File: src/rtl/mem_port_arbiter.sv
`timescale 1ns/1ps
// mem_port_arbiter: shares one single-port memory between fetch and load/store,
// sequencing each access over a fixed MEM_LAT window and building SB/SH/SW lanes.
module mem_port_arbiter #(
    parameter int ADDR_W     = 32,
    parameter int MEM_LAT    = 2,
    parameter int STARVE_MAX = 4
) (
    input  logic              clock,
    input  logic              reset_n,
    input  logic              if_req,
    input  logic [ADDR_W-1:0] if_addr,
    output logic              if_gnt,
    output logic              if_rvalid,
    output logic [31:0]       if_rdata,
    input  logic              ls_req,
    input  logic              ls_we,
    input  logic [1:0]        ls_size,
    input  logic [ADDR_W-1:0] ls_addr,
    input  logic [31:0]       ls_wdata,
    output logic              ls_gnt,
    output logic              ls_rvalid,
    output logic [31:0]       ls_rdata,
    output logic              ls_err,
    output logic              mem_en,
    output logic              mem_we,
    output logic [3:0]        mem_be,
    output logic [ADDR_W-1:0] mem_addr,
    output logic [31:0]       mem_wdata,
    input  logic [31:0]       mem_rdata,
    output logic              busy
);
    localparam int CNT_W = (MEM_LAT > 1) ? $clog2(MEM_LAT) : 1;
    localparam int STV_W = $clog2(STARVE_MAX + 1);

    typedef enum logic [1:0] {IDLE, ISSUE, WAIT} state_t;

    state_t           state;
    logic [CNT_W-1:0] lat_cnt;
    logic [STV_W-1:0] starve_cnt;
    logic             owner_ls;
    logic             err_q;
    logic             if_rvalid_q;
    logic             ls_rvalid_q;
    logic             ls_err_q;
    logic [31:0]      if_rdata_q;
    logic [31:0]      ls_rdata_q;
    logic             starved;
    logic             fire;
    logic             ls_misalign;
    logic [3:0]       ls_be;
    logic [31:0]      ls_lanes;
    logic             unused_if_addr_lsbs;

    assign unused_if_addr_lsbs = ^if_addr[1:0];
    assign starved = (starve_cnt == STV_W'(STARVE_MAX));

    // Grants are gated by reset_n so every output reads 0 while reset is held.
    always_comb begin
        if_gnt = 1'b0;
        ls_gnt = 1'b0;
        if (reset_n && state == IDLE) begin
            if_gnt = if_req && (!ls_req || starved);
            ls_gnt = ls_req && !if_gnt;
        end
    end

    always_comb begin
        ls_misalign = 1'b0;
        ls_be       = 4'b1111;
        ls_lanes    = ls_wdata;
        case (ls_size)
            2'd0: begin
                ls_be    = 4'b0001 << ls_addr[1:0];
                ls_lanes = {4{ls_wdata[7:0]}};
            end
            2'd1: begin
                ls_be       = ls_addr[1] ? 4'b1100 : 4'b0011;
                ls_lanes    = {2{ls_wdata[15:0]}};
                ls_misalign = ls_addr[0];
            end
            2'd2:    ls_misalign = (ls_addr[1:0] != 2'b00);
            default: ls_misalign = 1'b1;
        endcase
    end

    // rvalid is registered one cycle early so it lines up with the cycle mem_rdata is valid.
    assign fire = (state == ISSUE && MEM_LAT == 1) || (state == WAIT && lat_cnt == CNT_W'(1));

    always_ff @(posedge clock or negedge reset_n) begin
        if (!reset_n) begin
            state       <= IDLE;
            lat_cnt     <= '0;
            starve_cnt  <= '0;
            owner_ls    <= 1'b0;
            err_q       <= 1'b0;
            if_rvalid_q <= 1'b0;
            ls_rvalid_q <= 1'b0;
            ls_err_q    <= 1'b0;
            if_rdata_q  <= '0;
            ls_rdata_q  <= '0;
            mem_en      <= 1'b0;
            mem_we      <= 1'b0;
            mem_be      <= '0;
            mem_addr    <= '0;
            mem_wdata   <= '0;
        end else begin
            if_rvalid_q <= fire && !owner_ls;
            ls_rvalid_q <= fire && owner_ls;
            ls_err_q    <= fire && owner_ls && err_q;

            if (!if_req || if_gnt)
                starve_cnt <= '0;
            else if (ls_gnt && !starved)
                starve_cnt <= starve_cnt + 1'b1;

            case (state)
                IDLE: begin
                    if (if_gnt || ls_gnt) begin
                        state    <= ISSUE;
                        owner_ls <= ls_gnt;
                        if (if_gnt) begin
                            err_q     <= 1'b0;
                            mem_en    <= 1'b1;
                            mem_we    <= 1'b0;
                            mem_be    <= 4'b1111;
                            mem_addr  <= {if_addr[ADDR_W-1:2], 2'b00};
                            mem_wdata <= '0;
                        end else begin
                            err_q     <= ls_misalign;
                            mem_en    <= !ls_misalign;
                            mem_we    <= ls_we && !ls_misalign;
                            mem_be    <= ls_misalign ? 4'b0000 : ls_be;
                            mem_addr  <= {ls_addr[ADDR_W-1:2], 2'b00};
                            mem_wdata <= (ls_we && !ls_misalign) ? ls_lanes : '0;
                        end
                    end
                end
                ISSUE: begin
                    mem_en    <= 1'b0;
                    mem_we    <= 1'b0;
                    mem_be    <= '0;
                    mem_addr  <= '0;
                    mem_wdata <= '0;
                    lat_cnt   <= CNT_W'(MEM_LAT - 1);
                    state     <= WAIT;
                end
                WAIT: begin
                    if (lat_cnt == '0) begin
                        state <= IDLE;
                        if (!owner_ls)
                            if_rdata_q <= mem_rdata;
                        else if (!err_q)
                            ls_rdata_q <= mem_rdata;
                    end else begin
                        lat_cnt <= lat_cnt - 1'b1;
                    end
                end
                default: state <= IDLE;
            endcase
        end
    end

    assign if_rvalid = if_rvalid_q;
    assign ls_rvalid = ls_rvalid_q;
    assign ls_err    = ls_err_q;
    assign if_rdata  = if_rvalid_q ? mem_rdata : if_rdata_q;
    assign ls_rdata  = (ls_rvalid_q && !ls_err_q) ? mem_rdata : ls_rdata_q;
    assign busy      = (state != IDLE);

endmodule

File: config.mk
export PLATFORM = sky130hd
export DESIGN_NAME = mem_port_arbiter
export DESIGN_NICKNAME = d
export VERILOG_FILES = /design/src/rtl/mem_port_arbiter.sv
export SDC_FILE = /design/constraint.sdc
export NUM_CORES = 1
export LEC_CHECK = 0
export ABC_AREA = 1
export ABC_CLOCK_PERIOD_IN_PS = 2900
export BUFFER_PORTS_ARGS = -buffer_cell sky130_fd_sc_hd__buf_2
export CORE_ASPECT_RATIO = 1.2
export CORE_UTILIZATION = 53
export DETAILED_ROUTE_END_ITERATION = 10
export MAX_ROUTING_LAYER = met4
export PLACE_DENSITY = 0.86
export RECOVER_POWER = 25
export SYNTH_ARGS = -nofsm -noshare
export SYNTH_HDL_FRONTEND = slang
export SYNTH_SLANG_ARGS = --single-unit
File: constraint.sdc
create_clock -name clock -period 2.9 [get_ports clock]
set_input_delay 0.725 -clock clock [delete_from_list [all_inputs] [get_ports clock]]
set_output_delay 0.725 -clock clock [all_outputs]
set_load 0.1 [all_outputs]
==> results.cfg, run 1 <==
[timing]
hold_violations = 0
worst_slack_ps = 106
rsz0062_at_grt = no
max-slew-margin-rel_pct = -27.3
fin_setup_tns_ps = 0
fin_worst_skew_ps = 15.5
timing.final.max_slew_violations = 144
layout_worst_path_cycle_share_pct = 96.3
clock.fmax_mhz = 358
fin_crit_ps = 2790
setup_violations = 0
worstMarginPinSlew_ps = 1910

[clock_tree]
clockRootBuffer = clkbuf_16
cts_tree = done
ctsHtreeMaxLevel = 4
worstSkewPairLatency_ps = 410
clock-sinks = 143
cts_made_buffers = 17
ctsHoldBuffers = 0
cts.path.max_buffers = 2
clk_pin_slew_ps = 60

[place]
hpwl_um = 13900
place_ws_ps = 448
io_buffers = 270
post_dp_cell_area_um2 = 9180
gp_congestion = 0.884

[drt]
via_per_inst = 5.44
routed_wl_um = 20300
drt_iter0_markers = 570
final_antenna_net_count = 0
avgRoutedWirePerCell_um = 15.3
drc = 0
vias = 7184
firstDrtPassIters = 8

[synth]
yosys_warnings = 0
avgSynthCellArea_um2 = 7.85
syn_area_um2 = 7030
synthCells = 896
ys_seq_area_share_pct = 50.9
synth_most_common_cell = nand2_1
ys_top_cells_by_count = nand2_1, dfrtp_1, o21ai_0
ys_top_cells_by_area = dfrtp_1, nand2_1, o21ai_0
synth.distinct_cells = 27
ys_seq_elements = 143
synth_largest_area_cell = dfrtp_1
synth.top_cell.area_share_pct = 50.9
synth_edf_count = 0
ys_async_sr_fraction_pct = 100
synth_ff_type = dfrtp_1

[die]
fp-row-count = 45
core_area_um2 = 12800
die_area_um2 = 13700
start_util_pct = 55.0
die_w_um = 107
ios = 275
die-height_um = 128

[critical_path]
crit_buf_inv = 2
worstSetupEndpointType = output pin
critPathKind = register to output pin
crit_slowest_cell = buf_2
rr_worst_depth = 8
crit_family = buffers and inverters
arrival_ps = 2070
crit_required_ps = 2170
path_max_fanout = 27
max_stage_delay_ps = 450
path_cells = nand2_4 -> buf_12 -> nand2_1 -> o21ai_4 -> buf_2
critPathLaunchType = register
cp.depth = 5

[grt]
track_usage_pct = 31.1
grt_pass1_wl_um = 32300
grt_max_degree = 144
antenna_found_initial = 2
grt_overflow_total = 0
grt_pass1_vias = 6671

[status]
outcome = finished with violations
violations = capacitance limit, slew limit

[finish]
drive_gt1_share_pct = 34.2
fin_nets = 1282
final_util_pct = 76.8
design_area_um2 = 9820
area_growth_pct = 39.6

[hold_path]
worstHoldPathCells = 2
hp-class = register to register

[job]
drv_cap = 1
path summary, 6_finish.rpt:
| kind | start | end | slack [ps] |
|---|---|---|---|
| hold reg to reg | ls_rdata_q[31]$_DFFE_PN0P_ | ls_rdata_q[31]$_DFFE_PN0P_ | 490 |
| setup / recovery | ls_rvalid$_DFF_PN0_ | ls_rdata[17] | 110 |
| hold / removal | ls_rdata_q[31]$_DFFE_PN0P_ | ls_rdata_q[31]$_DFFE_PN0P_ | 490 |
| max in group asynchronous | reset_n | if_rvalid$_DFF_PN0_ | 450 |
| min in group asynchronous | reset_n | ls_rdata_q[8]$_DFFE_PN0P_ | 990 |
| setup reg to reg | state[0]$_DFFE_PN0P_ | mem_addr[3]$_DFFE_PN0P_ | 680 |
sequential cells by signal, indices dropped and copies added (netlist names):
| register | cells |
|---|---|
| if_rdata_q | 32 |
| ls_rdata_q | 32 |
| mem_wdata | 32 |
| mem_addr | 30 |
| mem_be | 4 |
| starve_cnt | 3 |
| state | 2 |
| err_q | 1 |
| if_rvalid | 1 |
| lat_cnt | 1 |
| ls_err | 1 |
| ls_rvalid | 1 |
| mem_en | 1 |
| mem_we | 1 |
| owner_ls | 1 |
per-layer routing:
metal  global-route usage (%)  vias to the layer above  wire length (um)
li1                         -                     3416                 -
met1                     37.1                     3339              7850
met2                     51.2                      378             10200
met3                     6.05                       51              1630
met4                     13.8                        0               606
met5                        -                        -                 0
kinds of logic (layout without fill, tap and decap cells):
logic type / count (synthesis) / count (layout) / share of synthesized area [%]
compound gates: 198 / 198 / 15.7
xor+xnor: 1 / 1 / 0.125
fa+ha+maj: 6 / 6 / 1.07
simple gates: 404 / 404 / 23.8
other cells: 1 / 4 / 0.0533
flops: 143 / 143 / 50.9
buf+inv: 143 / 400 / 8.34
layout by cell type (no fill, tap or decap), types with 6 or more instances in the layout:
master     count
o21ai_0       90
ha_1           6
a21oi_4       28
o21ai_4       24
buf_4         10
nand2_1      232
buf_2        267
dfrtp_1      140
inv_1         81
clkbuf_16     17
buf_12         7
nand3_1      106
o21ai_2        9
nor2_1        57
o211ai_1      29
o21a_1         8
through the flow:
step | hold WS (ps) | instances
final | 485 | 1320
after CTS | 486 | 1317
after global placement | 465 | 1285
after floorplan | 429 | 897
after global routing | 506 | 1320
after detailed placement | 474 | 1285
repair_timing:
action	4_1_cts	5_1_grt
endpoints found under the hold margin	0	0
endpoints found under the setup margin	0	5
buffers inserted	0	1
resized for setup	0	1
area by class of cell:
cell class	instances	area, um^2
flip-flops and latches	143	3580
multi-input cells	611	3520
fillers	919	2960
repair buffers	286	1560
clock buffers	19	443
inverters	82	308
well taps	164	205
clock inverters	13	186
diodes	2	5.00
worst min-delay path, cell delays in order, from the launching register on:
cell     delay, ps
dfrtp_1        340
nand2_1         50
o21ai_0         60
Power of run 1 is not shown: default switching activity piles up to over one toggle a cycle in this logic, so the estimate is an artifact.
==> inputs of run 2 (changes only) <==
CORE_MARGIN = 3   (was unset)
==> run 2 against run 1 <==
The run still ends with capacitance limit, slew limit left. Sequential cell count did not move. Global-route usage fell by 2.9 points. Count of clock-buffer cells in the layout did not move. First-iteration DRC count rose by 12%. Worst setup slack improved by 11 ps. Clock skew fell by 5.0 ps.
==> results.cfg, run 2 (same netlist as run 1, synthesis figures left out) <==
[finish]
mostFrequentLayoutCell = buf_2
top_regs = if_rdata_q (32), ls_rdata_q (32), mem_wdata (32)
stdcell_count = 1318
drive_gt1_share_pct = 34.2
final_util_pct = 76.2
antennaDiodeCount = 0
fillers = 949
design_area_um2 = 9790
final_cell_mix = buf_2, nand2_1, dfrtp_1
fin_nets = 1282
area_growth_pct = 39.2

[timing]
fin_worst_skew_ps = 10.5
fin_crit_ps = 2780
timing.final.max_slew_violations = 144
worstMarginPinSlew_ps = 1890
layout_worst_path_cycle_share_pct = 96.0
rsz0062_at_grt = no
clock.fmax_mhz = 359
setup_violations = 0
fin_hold_ws_ps = 484
hold_violations = 0
max-slew-margin-rel_pct = -26.3

[place]
place_inst = 1285
post_dp_cell_area_um2 = 9180
gp_congestion = 0.908
hpwl_um = 14000
io_buffers = 270

[drt]
avgRoutedWirePerCell_um = 15.4
via_per_inst = 5.38
routed_wl_um = 20300
final_antenna_net_count = 0
firstDrtPassIters = 5
drc = 0
drt_iter0_markers = 641
vias = 7086

[grt]
grt_pass1_vias = 6783
grt_pass1_wl_um = 33100
grt_max_degree = 144
grt_overflow_total = 0
track_usage_pct = 28.2
antenna_found_initial = 0

[critical_path]
critPathKind = register to output pin
rr_worst_depth = 8
crit_family = buffers and inverters
worstSetupStartpoint = ls_rvalid$_DFF_PN0_
reg2reg_from = state[0]$_DFFE_PN0P_
path_cells = nand2_4 -> buf_12 -> nand2_1 -> o21ai_4 -> buf_2
crit_required_ps = 2170
max_stage_delay_ps = 440
crit_buf_inv = 2
path_max_fanout = 28
arrival_ps = 2060
reg2reg_to = mem_addr[24]$_DFFE_PN0P_
crit_slowest_cell = buf_2
critPathLaunchType = register
reg2reg_slack_ps = 650
worstSetupEndpointType = output pin
crit_end = ls_rdata[22]
cp.depth = 5

[die]
ios = 275
start_util_pct = 54.8
fp-row-count = 45
die_area_um2 = 14700
die_w_um = 111
core_area_um2 = 12800
die-height_um = 132

[clock_tree]
cts.path.max_buffers = 2
clk_pin_slew_ps = 60
ctsHtreeMaxLevel = 4
clockRootBuffer = clkbuf_16
cts_tree = done
clock-sinks = 143
worstSkewPairLatency_ps = 410
cts_made_buffers = 17

[job]
drv_cap = 1

[hold_path]
hp-class = register to register

[status]
violations = capacitance limit, slew limit
outcome = finished with violations
-- run 2: worst min-delay path, cell delays in order (launching register included) --
cell	delay, ps
dfrtp_1	340
nand2_1	50
o21ai_0	60
-- run 2: how the worst min path moves through the flow --
| stage | start | endpoint | slack (ps) | cells after the start |
|---|---|---|---|---|
| after floorplan | reset_n | err_q$_DFFE_PN0P_ | 430 | 0 |
| after global placement | ls_rdata_q[30]$_DFFE_PN0P_ | ls_rdata_q[30]$_DFFE_PN0P_ | 470 | 2 |
| after detailed placement | ls_rdata_q[24]$_DFFE_PN0P_ | ls_rdata_q[24]$_DFFE_PN0P_ | 470 | 2 |
| after CTS | ls_rdata_q[6]$_DFFE_PN0P_ | ls_rdata_q[6]$_DFFE_PN0P_ | 490 | 2 |
| after global routing | ls_rdata_q[3]$_DFFE_PN0P_ | ls_rdata_q[3]$_DFFE_PN0P_ | 500 | 2 |
| final | ls_rdata_q[13]$_DFFE_PN0P_ | ls_rdata_q[13]$_DFFE_PN0P_ | 480 | 2 |
-- run 2: repair_timing --
item,in CTS,in global routing
setup buffers,0,1
resized for setup,0,2
setup endpoints to repair,0,8
hold buffers,0,0
-- run 2: metrics by stage --
stage / TNS, ps / worst slack [ps]
2_1_floorplan: -161 / -161
3_3_place_gp: 0 / 501
3_5_place_dp: 0 / 455
4_1_cts: 0 / 9.66
5_1_grt: 0 / 12.8
6_report: 0 / 117
-- run 2: final cells by class --
cell class                 count  area, um^2  share of cell area (%)
sequential                   143        3580                    36.6
multi-input combinational    611        3520                    35.9
inverter                      82         308                    3.14
clock inverter                13         163                    1.66
timing repair buffer         286        1570                    16.0
tap                          164         205                    2.10
clock buffer                  19         443                    4.53
-- run 2: layer usage --
metal  share of wire [%]  wire [um]  global-route usage (%)  vias to the layer above
met5                   0          0                       -                        -
met4                 2.2        454                    8.92                        0
met3                 7.5       1520                    5.65                       43
met2                  51      10300                    47.2                      350
met1                  40       8040                    34.8                     3287
li1                    -          -                       -                     3406
Power of run 2 is left out for the same reason.
==> inputs of run 3 (changes only) <==
ABC_CLOCK_PERIOD_IN_PS = 3100   (was 2900)
CORE_UTILIZATION = 49   (was 53)
PLACE_DENSITY = 0.8   (was 0.86)
clock period = 3.1 ns   (was 2.9 ns; I/O delays follow)
==> run 3 against run 2 <==
The flow still finishes with violations (capacitance limit, slew limit). Sequential cell count unchanged. Clock skew down 0.83 ps. First-iteration DRC count down 22%. Count of clock-buffer cells in the layout up 3. Wire length down 3.2%. Die area up 7.8%. Via count down 2.4%. Global-route usage down 3.2 points. Register-to-register slack better by 190 ps. Core utilization down 8.9 points. Sequential share of layout area up 1.6 points. Final cell count up 0.23%. Critical endpoint is now if_rdata[17]. Largest cell class unchanged. Highest routed layer unchanged.
==> results.cfg, run 3 (same netlist as run 1, synthesis figures left out) <==
[drt]
firstDrtPassIters = 5
drc = 0
final_antenna_net_count = 0
avgRoutedWirePerCell_um = 14.9
vias = 6917
via_per_inst = 5.24
routed_wl_um = 19600
drt_iter0_markers = 500

[finish]
final_cell_mix = buf_2, nand2_1, dfrtp_1
top_regs = if_rdata_q (32), ls_rdata_q (32), mem_wdata (32)
multiInputGateArea_um2 = 3170
mostFrequentLayoutCell = buf_2
antennaDiodeCount = 0
drive_gt1_share_pct = 31.0
stdcell_count = 1321
final_util_pct = 67.3
design_area_um2 = 9380
ff_latch_area_um2 = 3580
fillers = 1170
fin_nets = 1279
area_growth_pct = 33.4

[grt]
grt_pass1_vias = 6299
grt_max_degree = 144
grt_overflow_total = 0
track_usage_pct = 25.0
grt_pass1_wl_um = 30800
antenna_found_initial = 0

[timing]
max-slew-margin-rel_pct = -29.6
rsz0062_at_grt = no
clock.fmax_mhz = 359
fin_setup_tns_ps = 0
layout_worst_path_cycle_share_pct = 89.9
timing.final.max_slew_violations = 144
setup_violations = 0
hold_violations = 0
fin_crit_ps = 2790
fin_worst_skew_ps = 9.64
worstMarginPinSlew_ps = 1940

[die]
die_w_um = 115
die_area_um2 = 15800
fp-row-count = 47
start_util_pct = 50.5
ios = 275
core_area_um2 = 13900
die-height_um = 137

[place]
post_dp_cell_area_um2 = 8810
place_inst = 1290
hpwl_um = 13700
io_buffers = 270
gp_congestion = 0.885

[clock_tree]
post_cts_buffers = 0
cts.path.max_buffers = 2
cts_tree = done
cts_made_buffers = 17
clk_pin_slew_ps = 60
cts_resized = 0
ctsHtreeMaxLevel = 4
clockRootBuffer = clkbuf_16
ctsHoldBuffers = 0
clock-sinks = 143
worstSkewPairLatency_ps = 410

[critical_path]
path_max_fanout = 30
max_stage_delay_ps = 650
crit_required_ps = 2320
path_cells = buf_12 -> nor2_1 -> a21oi_4 -> buf_2
worstSetupEndpointType = output pin
critPathKind = register to output pin
crit_slowest_cell = dfrtp_4
critPathLaunchType = register
rr_worst_depth = 4
arrival_ps = 2010

[status]
outcome = finished with violations
violations = capacitance limit, slew limit

[hold_path]
worstHoldPathCells = 2
hp-class = register to register

[job]
drv_cap = 1
-- run 3: layout make-up --
type	count	area share, %
Inverter	82	3.28
Clock buffer	22	5.05
Tap cell	171	2.28
Multi-Input combinational cell	611	33.8
Timing Repair Buffer	283	16.2
Clock inverter	9	1.16
Sequential cell	143	38.2
-- run 3: metrics by stage --
step	hold WS [ps]	setup slack (ps)
global placement	466	689
global route	507	223
floorplan	448	-552
CTS	488	285
finish	482	313
detailed placement	474	672
-- run 3: worst paths after layout --
path	startpoint	end	slack, ps
hold / removal	ls_rdata_q[1]$_DFFE_PN0P_	ls_rdata_q[1]$_DFFE_PN0P_	480
hold reg to reg	ls_rdata_q[1]$_DFFE_PN0P_	ls_rdata_q[1]$_DFFE_PN0P_	480
setup reg to reg	state[0]$_DFFE_PN0P_	ls_rdata_q[27]$_DFFE_PN0P_	840
setup / recovery	if_rvalid$_DFF_PN0_	if_rdata[17]	310
min in group asynchronous	reset_n	ls_rdata_q[7]$_DFFE_PN0P_	980
max in group asynchronous	reset_n	if_rvalid$_DFF_PN0_	730
-- run 3: critical path: cells and delay by family (launching register included) --
family / cells / cell delay [ps]
DFF: 1 / 650
buffers and inverters: 2 / 710
and+or+nand+nor: 1 / 110
AOI/OAI and AO/OA: 1 / 130
-- run 3: routing by layer --
| metal | routed length (um) | global-route usage, % | up-vias |
|---|---|---|---|
| met5 | 0 | - | - |
| met4 | 409 | 8.55 | 0 |
| met3 | 1450 | 4.88 | 36 |
| met2 | 9580 | 39.8 | 288 |
| met1 | 8210 | 32.2 | 3190 |
| li1 | - | - | 3403 |
Power of run 3 is left out for the same reason.
